**src/rtl/servo_angle_ramp.sv**
```systemverilog
// servo_angle_ramp: per-channel servo angle targets set from a debounced
// 4-bit switch code or a host write port, with each angle slewing toward
// its target at a fixed rate.
// Build option: define ANGLE_RAMP_EN to enable the tick-paced ramp. Without
// it, each angle follows its target one clock after the target changes.
module servo_angle_ramp #(
  parameter int N_CH      = 4,
  parameter int ANGLE_W   = 8,
  parameter int MAX_ANGLE = 180,
  parameter int STEP      = 1,
  parameter int TICK_DIV  = 50000,
  parameter int DB_CYCLES = 1000,
  localparam int CH_W     = (N_CH > 1) ? $clog2(N_CH) : 1
) (
  input  logic                      clk,
  input  logic                      rst,
  input  logic [3:0]                sw,
  input  logic [CH_W-1:0]           sw_ch,
  input  logic                      tgt_valid,
  output logic                      tgt_ready,
  input  logic [CH_W-1:0]           tgt_ch,
  input  logic [ANGLE_W-1:0]        tgt_angle,
  output logic [N_CH*ANGLE_W-1:0]   angle,
  output logic [N_CH-1:0]           busy
);

  localparam logic [ANGLE_W-1:0] MAX_A  = ANGLE_W'(MAX_ANGLE);
  localparam logic [ANGLE_W-1:0] HALF_A = ANGLE_W'(MAX_ANGLE / 2);
  localparam int                 DBW    = $clog2(DB_CYCLES + 1);

  if (N_CH < 1 || N_CH > 16 || TICK_DIV < 1 || DB_CYCLES < 1 || STEP < 1 ||
      MAX_ANGLE >= (1 << ANGLE_W)) begin : g_cfg_check
    $error("servo_angle_ramp: illegal parameter set");
  end

  function automatic logic [ANGLE_W-1:0] clamp_angle(input logic [ANGLE_W-1:0] a);
    return (a > MAX_A) ? MAX_A : a;
  endfunction

  logic [3:0]         sync_p0, sync_p1;
  logic [3:0]         db_cand, db_stable;
  logic [DBW-1:0]     db_cnt;
  logic               db_accept;
  logic               sw_map;
  logic [ANGLE_W-1:0] sw_angle;
  logic               commit;
  logic               rdy_q;
  logic               host_we;
  logic [ANGLE_W-1:0] host_val;
  logic [ANGLE_W-1:0] tgt_q [N_CH];
  logic [ANGLE_W-1:0] ang_q [N_CH];

  // ---- stage p0/p1: switch synchroniser, then debounce on sync_p1 ----
  // Synchronise the raw switch code and track how long it has been unchanged.
  always_ff @(posedge clk or posedge rst) begin
    if (rst) begin
      sync_p0   <= 4'b0000;
      sync_p1   <= 4'b0000;
      db_cand   <= 4'b0000;
      db_stable <= 4'b0000;
      db_cnt    <= '0;
    end else begin
      sync_p0 <= sw;
      sync_p1 <= sync_p0;
      if (sync_p1 != db_cand) begin
        db_cand <= sync_p1;
        db_cnt  <= '0;
      end else if (db_cnt != DBW'(DB_CYCLES)) begin
        db_cnt <= db_cnt + 1'b1;
      end
      if (db_accept) db_stable <= db_cand;
    end
  end

  // A code is accepted once, on its last required stable cycle, only if new.
  assign db_accept = (sync_p1 == db_cand) && (db_cnt == DBW'(DB_CYCLES - 1)) &&
                     (db_cand != db_stable);

  // Decode the accepted switch code; unmapped codes commit nothing.
  always_comb begin
    sw_map   = 1'b0;
    sw_angle = '0;
    case (db_cand)
      4'b0000: begin sw_map = 1'b1; sw_angle = '0;     end
      4'b1111: begin sw_map = 1'b1; sw_angle = MAX_A;  end
      4'b1100: begin sw_map = 1'b1; sw_angle = HALF_A; end
      default: begin sw_map = 1'b0; sw_angle = '0;     end
    endcase
    commit = db_accept && sw_map;
  end

  // Host port is always ready once out of reset.
  always_ff @(posedge clk or posedge rst) begin
    if (rst) rdy_q <= 1'b0;
    else     rdy_q <= 1'b1;
  end

  assign tgt_ready = rdy_q;
  assign host_we   = tgt_valid && rdy_q;
  assign host_val  = clamp_angle(tgt_angle);

  // ---- stage p2: target update (host beats switch on the same channel) ----
  // Out-of-range channel indices match no entry and are dropped.
  always_ff @(posedge clk or posedge rst) begin
    if (rst) begin
      for (int i = 0; i < N_CH; i++) tgt_q[i] <= '0;
    end else begin
      for (int i = 0; i < N_CH; i++) begin
        if (host_we && int'(tgt_ch) == i)     tgt_q[i] <= host_val;
        else if (commit && int'(sw_ch) == i)  tgt_q[i] <= sw_angle;
      end
    end
  end

`ifdef ANGLE_RAMP_EN
  localparam int                 TW     = (TICK_DIV > 1) ? $clog2(TICK_DIV) : 1;
  localparam logic [ANGLE_W:0]   STEP_X = (ANGLE_W + 1)'(STEP);

  // One step toward the target, computed one bit wider and clamped at it.
  function automatic logic [ANGLE_W-1:0] ramp_step(input logic [ANGLE_W-1:0] cur,
                                                   input logic [ANGLE_W-1:0] tgt);
    logic [ANGLE_W:0] c, t, diff, nxt;
    c    = {1'b0, cur};
    t    = {1'b0, tgt};
    diff = '0;
    nxt  = c;
    if (c < t) begin
      diff = t - c;
      nxt  = (diff > STEP_X) ? c + STEP_X : t;
    end else if (c > t) begin
      diff = c - t;
      nxt  = (diff > STEP_X) ? c - STEP_X : t;
    end
    return nxt[ANGLE_W-1:0];
  endfunction

  logic [TW-1:0] tick_cnt;
  logic          tick;

  assign tick = (tick_cnt == TW'(TICK_DIV - 1));

  // Free-running ramp tick divider; target writes never restart it.
  always_ff @(posedge clk or posedge rst) begin
    if (rst)       tick_cnt <= '0;
    else if (tick) tick_cnt <= '0;
    else           tick_cnt <= tick_cnt + 1'b1;
  end

  // ---- stage p3: angle slews one step per tick ----
  // Move every channel one step toward its target on each tick.
  always_ff @(posedge clk or posedge rst) begin
    if (rst) begin
      for (int i = 0; i < N_CH; i++) ang_q[i] <= '0;
    end else if (tick) begin
      for (int i = 0; i < N_CH; i++) ang_q[i] <= ramp_step(ang_q[i], tgt_q[i]);
    end
  end
`else
  // ---- stage p3: angle follows target ----
  // Without ramping, each angle copies its target one clock later.
  always_ff @(posedge clk or posedge rst) begin
    if (rst) begin
      for (int i = 0; i < N_CH; i++) ang_q[i] <= '0;
    end else begin
      for (int i = 0; i < N_CH; i++) ang_q[i] <= tgt_q[i];
    end
  end
`endif

  // Pack angles and flag channels still moving toward their target.
  always_comb begin
    angle = '0;
    busy  = '0;
    for (int i = 0; i < N_CH; i++) begin
      angle[i*ANGLE_W +: ANGLE_W] = ang_q[i];
      busy[i]                     = (ang_q[i] != tgt_q[i]);
    end
  end

endmodule

```
**config.mk**
```make
export PLATFORM = sky130hd
export DESIGN_NAME = servo_angle_ramp
export DESIGN_NICKNAME = d
export VERILOG_FILES = /design/src/rtl/servo_angle_ramp.sv
export SDC_FILE = /design/constraint.sdc
export NUM_CORES = 1
export LEC_CHECK = 0
export ABC_AREA = 1
export BUFFER_PORTS_ARGS = -buffer_cell sky130_fd_sc_hd__buf_2
export CAP_MARGIN = 20
export CORE_UTILIZATION = 52
export CTS_BUF_LIST = sky130_fd_sc_hd__clkbuf_8
export CTS_CLUSTER_SIZE = 25
export DETAILED_ROUTE_END_ITERATION = 12
export PLACE_DENSITY = 0.81
export REMOVE_ABC_BUFFERS = 1
export SYNTH_ARGS = -nofsm -noshare
export SYNTH_HDL_FRONTEND = slang
export SYNTH_SLANG_ARGS = --single-unit
```
**constraint.sdc**
```tcl
create_clock -name clk -period 3.4 [get_ports clk]
set_clock_uncertainty 0.05 [all_clocks]
set_input_delay 0.17 -clock clk [delete_from_list [all_inputs] [get_ports clk]]
set_output_delay 0.17 -clock clk [all_outputs]
set_load 0.01 [all_outputs]
```
=== Word-level counts from Yosys, hierarchy flattened ===
Index checks and enable logic that the tools add are counted.

* Output and inout port bits: 37
* Input bits: 19
* Bits in registers: 91

* $add $sub $neg: 1
* Equality and inequality tests: 17
* Muxes and demuxes: 13
* Reduce and logical (&&, ||, !) cells: 21
* $lt $le $gt $ge: 1

{| class="wikitable"
|+ Operator list
! cell !! number
|-
| 2-to-1 mux 8 bit || 9
|-
| != test 8 bit || 4
|-
| 2-to-1 mux 10 bit || 2
|-
| case mux 8 bit (2 select lines) || 1
|-
| logical AND 1 bit || 12
|-
| adder 10 x 1 -> 10 bit (second input constant) || 1
|-
| == test 10 bit (second input constant) || 1
|-
| != test 10 bit (second input constant) || 1
|-
| nonzero test 2 bit || 5
|-
| == test 2 bit (second input constant) || 4
|-
| == test 4 bit (second input constant) || 2
|-
| greater-than comparator 8 bit (second input constant) || 1
|-
| != test 4 bit || 2
|-
| == test 2 x 1 -> 1 bit (second input constant) || 2
|-
| == test 4 bit || 1
|-
| logical NOT 2 bit || 2
|-
| logical NOT 4 bit || 1
|-
| OR reduction 3 bit || 1
|-
| 2-to-1 mux 1 bit || 1
|}

=== Longest topological paths before layout ===
Gate-level depths: netlist of the first run.

* Depth in word-level cells: 7
* Depth in mapped cells: 11
* Mapped depth without buffers: 10

=== Worst setup path before layout of the first run ===
OpenSTA, ideal clock, no wires.

* Kind: register to register
* From: register db_cnt[0]
* To: register tgt_q[31] (netlist name)
* Cell stages (with the launch flop): 10
* Arrival: 1.411 ns
* Required time: 3.284 ns
* Setup slack: 1.874 ns
* Library setup time: 0.066 ns
* Cells stage by stage: dfrtp_1 ha_1 nand2_1 nor2_1 nand3_2 nor2_8 nand4_4 nand2_4 nand2_1 nand2_1

* Cells in the longest elaborated chain, start to end: 6

{| class="wikitable"
|+ Ends and longest elaborated chain
! item !! RTL line !! RTL
|-
| from (decl) || 42 || <nowiki>logic [DBW-1:0] db_cnt;</nowiki>
|-
| from (signal assigned) || 69 || <nowiki>db_cnt <= db_cnt + 1'b1;</nowiki>
|-
| == test 10 bit || 76 || <nowiki>assign db_accept = (sync_p1 == db_cand) && (db_cnt == DBW'(DB_CYCLES - 1)) &&</nowiki>
|-
| logical AND 1 bit (2 in series) || 76 ||
|-
| logical AND 1 bit || 89 || <nowiki>commit = db_accept && sw_map;</nowiki>
|-
| logical AND 1 bit || 110 || <nowiki>else if (commit && int'(sw_ch) == i) tgt_q[i] <= sw_angle;</nowiki>
|-
| nonzero test 2 bit (no line) || n/a ||
|-
| to (decl) || 50 || <nowiki>logic [ANGLE_W-1:0] tgt_q [N_CH];</nowiki>
|}

No other way between the ends.
A chain may end at the register's enable or synchronous reset.

=== Worst setup path in the final report of the first run ===
* From: register tgt_q[25] (netlist name)
* To: output port busy[0]

* Cells in the longest elaborated chain, start to end: 1

{| class="wikitable"
|+ Ends and longest elaborated chain
! item !! RTL line !! RTL
|-
| != test 8 bit || 176 || <nowiki>busy[i] = (ang_q[i] != tgt_q[i]);</nowiki>
|-
| to (decl) || 24 || <nowiki>output logic [N_CH-1:0] busy</nowiki>
|}

No other way between the ends.

==> impl_metrics.env, run 1 <==
export IMPL_htree_levels=3
export IMPL_crit_arrival_ps=1630
export IMPL_finalCritPeriodShare_pct=54.33
export IMPL_finalHoldViolCount=0
export IMPL_grt_pass1_wl_microns=14130
export IMPL_finalSetupViolCount=0
export IMPL_syn_to_final_growth_pct=15.11
export IMPL_setup_ws_ps=1553
export IMPL_clk_path_buf_depth=2
export IMPL_critical_path_cell_chain="or2_2, a21oi_1, nand4_1, buf_2"
export IMPL_clock_sinks=91
export IMPL_clock_fmax_mhz=541.3
export IMPL_synth_main_ff_cell="dfrtp_1"
export IMPL_max_vdd_ir_drop_v=0.0002332
export IMPL_ant_nets=0
export IMPL_finalCriticalPeriod_ps=1847
export IMPL_hold_class="in -> reg"
export IMPL_wl_microns=8299
export IMPL_p_per_area_nw_per_um2=477.4
export IMPL_fill_cells=644
export IMPL_grt_overflow=0
export IMPL_grtUsageTotal_pct=21.53
export IMPL_die_area_sq_um=8500
export IMPL_critPathMaxFanout=4
export IMPL_die_y_microns=92.20
export IMPL_tns_ps=0
export IMPL_holdWs_ps=154.6
export IMPL_firstDrtPassIters=5
export IMPL_tritoncts="built"
export IMPL_drcViolationCount=0
export IMPL_crit_buf_inv=1
export IMPL_cp_top_family="simple AND/OR/NAND/NOR gates"
export IMPL_insertion_delay_ps=360
export IMPL_layout_drive_gt1_share_pct=21.20
export IMPL_grt_max_degree=36
export IMPL_worstSetupPathType="reg -> out"
export IMPL_numCtsBuffers=9
export IMPL_p_leak_uw=0.002736
export IMPL_cpPeakStageDelay_ps=430
export IMPL_slew_violations=0
export IMPL_grt_pass1_vias=3137
export IMPL_clk_pin_slew_ps=90
export IMPL_yosysSeqAreaShare_pct=53.83
export IMPL_crit_slowest_cell="dfrtp_1"
export IMPL_synth_edf_count=0
export IMPL_yosysWarnings=0
export IMPL_wl_per_cell_microns=13.07
export IMPL_rows=32
export IMPL_dr_first_iter_drc_count=230
export IMPL_initial_core_util_pct=54.18
export IMPL_synth_top_area_cell="dfrtp_1"
export IMPL_vias=3303
export IMPL_postSynth_asyncResetShare_pct=100.0
export IMPL_yosys_top_cells_count="nand2_1, dfrtp_1, nand3_1, inv_1, xor2_1"
export IMPL_ys_types=31
export IMPL_end_kind="output pin"
export IMPL_syn_area_sq_um=4230
export IMPL_startpoint_type="register"
export IMPL_synth_cells=464
export IMPL_status="finished clean"
export IMPL_nets=549
export IMPL_post_place_ws_ps=1648
export IMPL_place_congestion=0.8516
export IMPL_cap_violations=0
export IMPL_dpl_hpwl_microns=6069
export IMPL_grt_setup_unrepaired="false"
export IMPL_numPortBuffers=55
export IMPL_yosys_register_bits=91
export IMPL_avgSynthCellArea_sq_um=9.117
export IMPL_synth_area_leaders="dfrtp_1, nand2_1, nand3_1, xor2_1, inv_1"
export IMPL_core_area_sq_um=7807
export IMPL_n_antenna_cell=0
export IMPL_vias_per_cell=5.202
export IMPL_yosysMostFrequentCell="nand2_1"
export IMPL_pin_count=56
export IMPL_antenna_found_initial=0
export IMPL_synth_top_area_share_pct=53.83
export IMPL_cp_required_ps=3180
export IMPL_cts_root_buf="clkbuf_8"
export IMPL_die_width_microns=92.20
==> sequential cells by signal (all words and copies together) (netlist names) <==
signal and cells:
sync_p1 4, tgt_q 32, db_stable 4, tgt_ready 1, db_cnt 10, sync_p0 4, db_cand 4, angle 32
==> layout by cell type, fill, tap and decap left out, types with 3 or more instances in the layout <==
cell,n
nand3_1,47
inv_1,27
nor4_1,6
nand2_1,155
a21oi_1,7
dfrtp_1,91
nor2_1,18
xor2_1,24
clkbuf_8,11
buf_2,55
nand4_4,4
nand2_2,4
nand2_4,5
inv_2,10
o21ai_0,13
nor3_1,3
dlygate4sd3_1,5
nand4_1,7
xnor2_1,9
or2_2,6
nor3_4,4
==> stage by stage <==
stage          cell area (sq um)  util [%]  total power [uW]  std cells
2_1_floorplan               4189         -              1461        455
3_5_place_dp                4608     59.02              1592        614
5_1_grt                     4870     62.37              2432        635
4_1_cts                     4870     62.37              2343        635
3_3_place_gp                4608     59.02              1577        614
6_report                    4870     62.37              2325        635
==> layer usage <==
metal | global-route usage, % | vias to the layer above | wire, microns
met5 | 0 | - | 0
met4 | 10.94 | 0 | 238
met3 | 3.648 | 22 | 358
met2 | 33.83 | 100 | 3796
met1 | 28.88 | 1564 | 3906
li1 | - | 1617 | -
==> power breakdown <==
part	switching (uW)	leakage [uW]	internal (uW)
logic	194	0.00142	142
registers	70.7	0.00121	1160
clock network	371	0.000106	382
total	636	0.00274	1690
==> timing repair <==
| item | 4_1_cts | 5_1_grt |
|---|---|---|
| hold buffers | 5 | 0 |
| hold endpoints to repair | 26 | 0 |
| setup buffers | 0 | 0 |
| resized for setup | 0 | 0 |
==> tightest hold or removal path, stage by stage <==
cell	delay, ps
buf_2	140
nand3_1	80
nand2_1	50
nand2_1	60
nand2_1	40
==> kinds of logic (layout without fill, tap and decap cells) <==
logic type	count (synthesis)	in the layout	synth area share, %
AO/OA/AOI/OAI	22	22	2.692
other	1	1	0.08865
adder cells (fa/ha/maj)	2	2	0.5914
buffers and inverters	48	117	4.437
AND/OR/NAND/NOR	267	267	31.53
flip-flops	91	91	53.83
XOR/XNOR	33	33	6.832
==> final timing paths <==
kind	start	end	slack (ps)	cells past startpoint
max	tgt_q[25]$_DFFE_PP0P_	busy[0]	1550	4
min	tgt_angle[1]	tgt_q[9]$_DFFE_PP0P_	150	5
max reg2reg	db_cnt[1]$_DFFE_PP0P_	tgt_q[26]$_DFFE_PP0P_	1610	9
min reg2reg	sync_p0[0]$_DFF_PP0_	sync_p1[0]$_DFF_PP0_	300	0
max in group asynchronous	rst	db_cnt[2]$_DFFE_PP0P_	2230	4
min in group asynchronous	rst	angle[16]$_DFF_PP0_	280	3
==> layout make-up <==
type	instances	area, sq um	area share (%)
clock buffer	11	151.4	3.109
inverter	39	147.6	3.032
clock inverter	5	60.06	1.233
sequential	91	2277	46.76
multi-input combinational	325	1765	36.25
tap	102	127.6	2.621
timing repair buffer	62	340.3	6.989
Note: power is estimated with default switching activity, not from simulation.
==> run 2: changes to the inputs <==
==> constraint.sdc (replaced) <==
create_clock -name clk -period 1.75 [get_ports clk]
set_clock_uncertainty 0.05 [all_clocks]
set_input_delay 0.0875 -clock clk [delete_from_list [all_inputs] [get_ports clk]]
set_output_delay 0.0875 -clock clk [all_outputs]
set_load 0.01 [all_outputs]
==> run 2 against run 1 <==
The flow now finishes with violations (setup timing). Clock power grew 77%. Design area up 5.0%. Sequential power is 94% higher. Sequential cell count did not move. Worst hold slack lost 70 ps. Global-route usage shrank 0.44 points. Combinational power grew 110%. Critical path type is now reg -> reg.
==> impl_metrics.env, run 2 (same netlist as run 1, synthesis figures left out) <==
export IMPL_finalSetupViolCount=26
export IMPL_cpMostUsedCell="nand2_1"
export IMPL_reg2reg_depth=10
export IMPL_die_width_microns=92.20
export IMPL_switchingPower_uw=1315
export IMPL_clk_path_buf_depth=2
export IMPL_power_uw=4450
export IMPL_reg2reg_from="db_cnt[0]$_DFFE_PP0P_"
export IMPL_p_int_uw=3135
export IMPL_dpl_hpwl_microns=6135
export IMPL_antenna_found_initial=0
export IMPL_min_from="tgt_angle[1]"
export IMPL_power_frac_comb_pct=16.1
export IMPL_grt_setup_unrepaired="true"
export IMPL_vias_per_cell=5.306
export IMPL_clock_fmax_mhz=538.5
export IMPL_firstDrtPassIters=5
export IMPL_die_area_sq_um=8500
export IMPL_n_antenna_cell=0
export IMPL_syn_to_final_growth_pct=20.91
export IMPL_wl_per_cell_microns=14.20
export IMPL_grt_pass1_vias=3181
export IMPL_hold_depth=5
export IMPL_post_route_util_pct=65.51
export IMPL_htree_levels=3
export IMPL_worstSetupPathType="reg -> reg"
export IMPL_grtUsageTotal_pct=21.08
export IMPL_clk_pin_slew_ps=90
export IMPL_max_vdd_ir_drop_v=0.0004045
export IMPL_dr_first_iter_drc_count=188
export IMPL_cp_top_family="simple AND/OR/NAND/NOR gates"
export IMPL_rrSetupSlack_ps=-110
export IMPL_cap_violations=0
export IMPL_nets=567
export IMPL_layout_common_cells="nand2_1, dfrtp_1, buf_2"
export IMPL_pin_count=56
export IMPL_cp_required_ps=2000
export IMPL_critPathMaxFanout=7
export IMPL_core_area_sq_um=7807
export IMPL_ant_nets=0
export IMPL_critical_path_cell_chain="ha_2, nand2_2, nor2_4, nand3_4, nor2_8, buf_6, nand4_4, nand2_4, nand2_1, nand2_1"
export IMPL_p_leak_uw=0.002835
export IMPL_crit_reg2reg_capture="tgt_q[10]$_DFFE_PP0P_"
export IMPL_setup_ws_ps=-107.0
export IMPL_status="finished with violations"
export IMPL_finalHoldViolCount=0
export IMPL_tritoncts="built"
export IMPL_cpPeakStageDelay_ps=390
export IMPL_drcViolationCount=0
export IMPL_switching_share_pct=29.55
export IMPL_finalCritPeriodShare_pct=106.1
export IMPL_hold_class="in -> reg"
export IMPL_finalCriticalPeriod_ps=1857
export IMPL_numCtsBuffers=9
export IMPL_insertion_delay_ps=370
export IMPL_tns_ps=-1232
export IMPL_place_congestion=0.8445
export IMPL_grt_max_degree=92
export IMPL_die_y_microns=92.20
export IMPL_holdPathEnd="tgt_q[25]$_DFFE_PP0P_"
export IMPL_holdWs_ps=84.66
export IMPL_numPortBuffers=55
export IMPL_post_place_ws_ps=-7.311
export IMPL_failed_checks="setup timing"
export IMPL_mostFrequentLayoutCell="nand2_1"
export IMPL_grt_overflow=0
export IMPL_power_frac_seq_pct=54.0
export IMPL_crit_buf_inv=1
export IMPL_crit_slowest_cell="dfrtp_1"
export IMPL_wl_microns=9275
export IMPL_rows=32
export IMPL_end_kind="register"
export IMPL_initial_core_util_pct=54.18
export IMPL_clkPwrFrac_pct=29.9
export IMPL_slew_violations=0
export IMPL_grt_pass1_wl_microns=14050
export IMPL_crit_arrival_ps=2110
export IMPL_clock_sinks=91
export IMPL_startpoint_type="register"
export IMPL_layout_drive_gt1_share_pct=27.22
export IMPL_p_per_area_nw_per_um2=870.0
export IMPL_vias=3465
export IMPL_cts_root_buf="clkbuf_8"
-- run 2: changes by cell type in the layout (fill, tap and decap cells not counted), sizes merged --
cell / change
clkinvlp: +1
buf: +14
nand4: +4
bufinv: -1
inv: +1
clkbuf: -1
-- run 2: repair_timing --
| action | 4_1_cts | 5_1_grt |
|---|---|---|
| hold buffers | 5 | 0 |
| hold endpoints to repair | 95 | 0 |
| setup buffers | 0 | 8 |
| setup endpoints to repair | 16 | 37 |
| resized for setup | 0 | 28 |
| cloned | 0 | 4 |
| pin swaps | 1 | 14 |
-- run 2: per-stage QoR --
stage / instance area (sq um) / cells
CTS: 4902 / 641
floorplan: 4189 / 455
finish: 5115 / 653
global route: 5115 / 653
detailed placement: 4666 / 620
global placement: 4666 / 620
-- run 2: final cells by class --
cell class | instances | area, sq um
fill | 615 | 2693
sequential | 91 | 2277
inverter | 39 | 147.6
clock buffer | 10 | 137.6
multi-input combinational | 329 | 1911
timing repair buffer | 76 | 465.4
clock inverter | 6 | 48.80
tap | 102 | 127.6
-- run 2: power by group through the flow --
stage                     Sequential [uW]  Combinational (uW)  Clock, uW
after floorplan                      2450                 388          0
after global placement               2430                 641          0
after detailed placement             2450                 662          0
after CTS                            2400                 674       1350
after global routing                 2420                 792       1440
final                                2400                 716       1330
-- run 2: layer usage --
metal | GRT usage (%) | part of all wire [%] | vias up | wire, microns
met4 | 8.984 | 2.0 | 0 | 182
met3 | 4.975 | 6.4 | 21 | 590
met2 | 34.45 | 49 | 131 | 4568
li1 | - | - | 1661 | -
met5 | 0 | 0 | - | 0
met1 | 26.89 | 42 | 1652 | 3934
-- run 2: how the worst max path moves through the flow --
stage | startpoint | endpoint | slack, ps | cells after the start
4_1_cts | db_cnt[0]$_DFFE_PP0P_ | tgt_q[20]$_DFFE_PP0P_ | -10 | 9
5_1_grt | db_cnt[0]$_DFFE_PP0P_ | tgt_q[10]$_DFFE_PP0P_ | -180 | 10
3_3_place_gp | db_cnt[0]$_DFFE_PP0P_ | tgt_q[28]$_DFFE_PP0P_ | 90 | 9
6_report | db_cnt[0]$_DFFE_PP0P_ | tgt_q[10]$_DFFE_PP0P_ | -110 | 10
3_5_place_dp | db_cnt[0]$_DFFE_PP0P_ | tgt_q[20]$_DFFE_PP0P_ | -7 | 9
2_1_floorplan | rst | angle[0]$_DFF_PP0_ | -750 | 1
-- run 2: tightest hold or removal path, cell delays in order --
cell	delay, ps
buf_2	140
nand3_1	90
nand2_1	50
nand2_1	50
nand2_1	40
